$ cat src/rtl/pll_reset_sequencer.sv
// rtl/pll_reset_sequencer.sv - PLL lock watcher that sequences the downstream reset
module pll_reset_sequencer #(
  parameter int SYNC_STAGES   = 2,
  parameter int SETTLE_CYCLES = 50000,
  parameter int HOLD_CYCLES   = 16,
  parameter int LOSS_CNT_W    = 8
) (
  input  logic                  clock,
  input  logic                  reset_n,
  input  logic                  pll_lock,
  input  logic                  force_rst,
  output logic                  rst_out_n,
  output logic                  ready,
  output logic                  lock_sync,
  output logic [1:0]            state,
  output logic [LOSS_CNT_W-1:0] loss_count
);

  localparam int MAX_CYCLES = (SETTLE_CYCLES > HOLD_CYCLES) ? SETTLE_CYCLES : HOLD_CYCLES;
  localparam int CNT_W      = (MAX_CYCLES > 1) ? $clog2(MAX_CYCLES) : 1;
  localparam logic [CNT_W-1:0] SETTLE_LAST = CNT_W'(SETTLE_CYCLES - 1);
  localparam logic [CNT_W-1:0] HOLD_LAST   = CNT_W'(HOLD_CYCLES - 1);

  typedef enum logic [1:0] {
    WAIT_LOCK = 2'd0,
    SETTLE    = 2'd1,
    HOLD      = 2'd2,
    RUN       = 2'd3
  } state_t;

  state_t                 cur_state;
  logic [CNT_W-1:0]       cnt;
  logic [SYNC_STAGES-1:0] sync_q;
  logic                   lock_s;

  // Bring the asynchronous PLL lock into the clock domain through a flop chain.
  always_ff @(posedge clock or negedge reset_n) begin
    if (!reset_n) begin
      sync_q <= '0;
    end else begin
      sync_q <= {sync_q[SYNC_STAGES-2:0], pll_lock};
    end
  end

  assign lock_s    = sync_q[SYNC_STAGES-1];
  assign lock_sync = lock_s;
  assign state     = cur_state;

  // Sequencing FSM; reset outputs are registered and change only on RUN entry/exit.
  always_ff @(posedge clock or negedge reset_n) begin
    if (!reset_n) begin
      cur_state  <= WAIT_LOCK;
      cnt        <= '0;
      rst_out_n  <= 1'b0;
      ready      <= 1'b0;
      loss_count <= '0;
    end else begin
      case (cur_state)
        WAIT_LOCK: begin
          if (lock_s && !force_rst) begin
            cur_state <= SETTLE;
            cnt       <= '0;
          end
        end
        SETTLE: begin
          if (!lock_s || force_rst) begin
            cur_state <= WAIT_LOCK;
            cnt       <= '0;
          end else if (cnt == SETTLE_LAST) begin
            cur_state <= HOLD;
            cnt       <= '0;
          end else begin
            cnt <= cnt + 1'b1;
          end
        end
        HOLD: begin
          if (!lock_s || force_rst) begin
            cur_state <= WAIT_LOCK;
            cnt       <= '0;
          end else if (cnt == HOLD_LAST) begin
            cur_state <= RUN;
            cnt       <= '0;
            rst_out_n <= 1'b1;
            ready     <= 1'b1;
          end else begin
            cnt <= cnt + 1'b1;
          end
        end
        RUN: begin
          if (!lock_s || force_rst) begin
            cur_state <= WAIT_LOCK;
            cnt       <= '0;
            rst_out_n <= 1'b0;
            ready     <= 1'b0;
            // Only a real lock loss is counted; a software request alone is not.
            if (!lock_s && (loss_count != {LOSS_CNT_W{1'b1}})) begin
              loss_count <= loss_count + 1'b1;
            end
          end
        end
        default: begin
          cur_state <= WAIT_LOCK;
          cnt       <= '0;
          rst_out_n <= 1'b0;
          ready     <= 1'b0;
        end
      endcase
    end
  end

endmodule

$ cat config.mk
export PLATFORM = sky130hd
export DESIGN_NAME = pll_reset_sequencer
export DESIGN_NICKNAME = d
export VERILOG_FILES = /design/src/rtl/pll_reset_sequencer.sv
export SDC_FILE = /design/constraint.sdc
export NUM_CORES = 1
export LEC_CHECK = 0
export BUFFER_PORTS_ARGS = -buffer_cell sky130_fd_sc_hd__buf_2
export CORE_MARGIN = 2
export CORE_UTILIZATION = 40
export CTS_BUF_LIST = sky130_fd_sc_hd__clkbuf_2 sky130_fd_sc_hd__clkbuf_4 sky130_fd_sc_hd__clkbuf_8
export DETAILED_ROUTE_END_ITERATION = 8
export PLACE_DENSITY = 0.58
export SLEW_MARGIN = 15
export SYNTH_ARGS = -nofsm -noshare
export SYNTH_HDL_FRONTEND = slang
export SYNTH_SLANG_ARGS = --single-unit
$ cat constraint.sdc
create_clock -name clock -period 5.76 [get_ports clock]
set_input_delay 0.288 -clock clock [delete_from_list [all_inputs] [get_ports clock]]
set_output_delay 0.288 -clock clock [all_outputs]
set_load 0.01 [all_outputs]
==> flow_summary.json <==
{
  "final_antenna_net_count": 0,
  "p_per_area_mw_per_mm2": 326,
  "yosysSeqAreaShare": 0.436,
  "drive_gt1_frac": 0.184,
  "cts_tree": "built",
  "status": "complete, no violations",
  "syn_area_mm2": 0.00167,
  "n_antenna_cell": 0,
  "synth-async-reset-ratio": 1.00,
  "overflow": 0,
  "hold_buffers": 0,
  "place_inst": 233,
  "skew_ns": 0.00985,
  "synth-edff-count": 0,
  "power_leakage_nw": 0.836,
  "synth.distinct_cells": 41,
  "ir_drop_mv": 0.164,
  "grt_pass1_vias": 1284,
  "critPathSlowestCell": "o31ai_2",
  "wirelength_um": 3500,
  "timing.slew.headroom": 0.326,
  "htreeDepth": 2,
  "ys.flop_type": "dfrtp_1",
  "tns_ns": 0,
  "clkTransAtPathRegs_ns": 0.07,
  "via_per_inst": 5.60,
  "wire_per_inst_um": 14.6,
  "tightest_slew_ns": 1.01,
  "reg2reg_depth": 5,
  "dieWidth_um": 68.5,
  "via_count": 1343,
  "timing.final.hold_violations": 0,
  "rows": 23,
  "synth_cells": 172,
  "worstSetupPathType": "flop to flop",
  "area_growth_pct": 11.9,
  "crit_chain": "or4_4, o21a_1, o31ai_2, o21ai_0, o2bb2ai_1",
  "drv_cap": 0,
  "path_max_fanout": 13,
  "drt_iter0_drc": 116,
  "yosysWarnings": 0,
  "cp.required_ns": 5.92,
  "core_area_mm2": 0.00400,
  "cts_max_path_buffers": 2,
  "grt_util_all_layers": 0.177,
  "port_buffers": 16,
  "final_max_slew_viol_count": 0,
  "syn_area_per_cell_um2": 9.68,
  "r2r-start": "cnt[8]",
  "period_share": 0.447,
  "nets": 201,
  "hold_class": "input pin to asynchronous set/reset pin",
  "place_hpwl_um": 2540,
  "grt_max_degree": 30,
  "final_cell_mix": "dfrtp_1, nand2_1, buf_2, nor2_1",
  "rsz0062_at_grt": "false",
  "synth_nets": 183,
  "cp.arrival_ns": 2.73,
  "ys_ff_latch": 29,
  "grt_pass1_wl_um": 6000,
  "antenna_found_initial": 0,
  "root_buffer": "clkbuf_8",
  "setup_viol": 0,
  "drc": 0,
  "postCtsResizedCells": 0,
  "crit_path_max_incr_delay_ns": 0.84,
  "die_h_um": 68.5,
  "numCtsBuffers": 5,
  "crit_path_end_kind": "flop",
  "period_minus_slack_ns": 2.58,
  "die-area_mm2": 0.00470,
  "boundaryPins": 17,
  "clk_latency_ns": 0.28,
  "fin_cells": 240,
  "final_common_cell": "dfrtp_1",
  "place_congestion": 0.887,
  "max_freq_mhz": 388,
  "post-cts-setup-buffers": 0,
  "critPathLaunch": "cnt[8]",
  "critPathLaunchType": "flop",
  "clock_sinks": 29,
  "firstDrtPassIters": 4,
  "start_util": 0.416,
  "fillers": 364
}
-- worst paths after layout --
path	endpoint	slack [ns]
max	cnt[9]	3.18
max in group asynchronous	cnt[12]	5.30
min in group clock	sync_q[0]	0.12
min	ready	0.03
min reg2reg	sync_q[1]	0.35
max reg2reg	cnt[9]	3.18
-- per-layer routing --
metal | vias up | part of all wire | track usage
met5 | - | 0 | 0
met1 | 637 | 0.48 | 0.238
li1 | 658 | - | -
met3 | 5 | 0.064 | 0.0633
met2 | 43 | 0.44 | 0.264
met4 | 0 | 0.013 | 0.0600
-- power by group --
group	switching (mW)	total, mW	internal [mW]
Sequential	0.0208	0.242	0.221
Combinational	0.122	0.195	0.0725
Clock	0.0721	0.171	0.0992
Total	0.215	0.608	0.393
-- Yosys cell counts (2+ instances only) --
cell / n / area (um2)
a21oi_1: 8 / 40.0
a31oi_1: 4 / 25.0
and2_1: 2 / 12.5
and3_1: 4 / 25.0
and3b_1: 2 / 17.5
and4bb_2: 2 / 25.0
buf_6: 2 / 22.5
clkbuf_1: 2 / 7.51
dfrtp_1: 29 / 726
ha_1: 7 / 87.6
inv_1: 6 / 22.5
mux2i_1: 2 / 20.0
nand2_1: 17 / 63.8
nand2b_1: 5 / 31.3
nand3_1: 8 / 40.0
nand4_1: 8 / 50.1
nor2_1: 14 / 52.6
nor3_1: 2 / 10.0
o21a_1: 2 / 15.0
o21ai_0: 8 / 40.0
o21ai_2: 3 / 26.3
o2bb2ai_1: 6 / 52.6
o311ai_0: 2 / 17.5
or3_1: 2 / 12.5
xnor2_1: 6 / 52.6
xor2_1: 4 / 35.0
-- state kept, by name, indices dropped and copies added (netlist names) --
signal / count
sync_q: 2
loss_count: 8
ready: 1
state: 2
cnt: 16
-- critical path: cells and delay by family, from the launching register on --
family          cells  cell delay, ns
compound gates      4            1.44
simple gates        1            0.56
flops               1            0.45
-- through the flow --
stage	worst slack [ns]	hold WS (ns)	power, mW	util	instance area (um2)
floorplan	3.76	-0.00759	0.395	-	1670
global placement	3.31	0.336	0.433	0.443	1770
detailed placement	3.21	0.343	0.438	0.443	1770
CTS	3.19	0.0598	0.611	0.465	1860
global route	3.07	0.0796	0.656	0.466	1860
finish	3.18	0.0288	0.608	0.466	1860
-- area by class of cell --
cell class	count	area, um2	area share
inverters	6	22.5	0.0121
well taps	50	62.6	0.0336
multi-input cells	132	883	0.474
repair buffers	16	80.1	0.0430
flip-flops and latches	29	726	0.389
clock buffers	7	90.1	0.0483
-- logic make-up after synthesis --
logic type | synth area share
AND/OR/NAND/NOR | 0.237
adder cells (fa/ha/maj) | 0.0526
buffers and inverters | 0.0361
AO/OA/AOI/OAI | 0.168
multiplexers | 0.0188
flip-flops | 0.436
XOR/XNOR | 0.0526
Power figures use the tool's default switching activity.
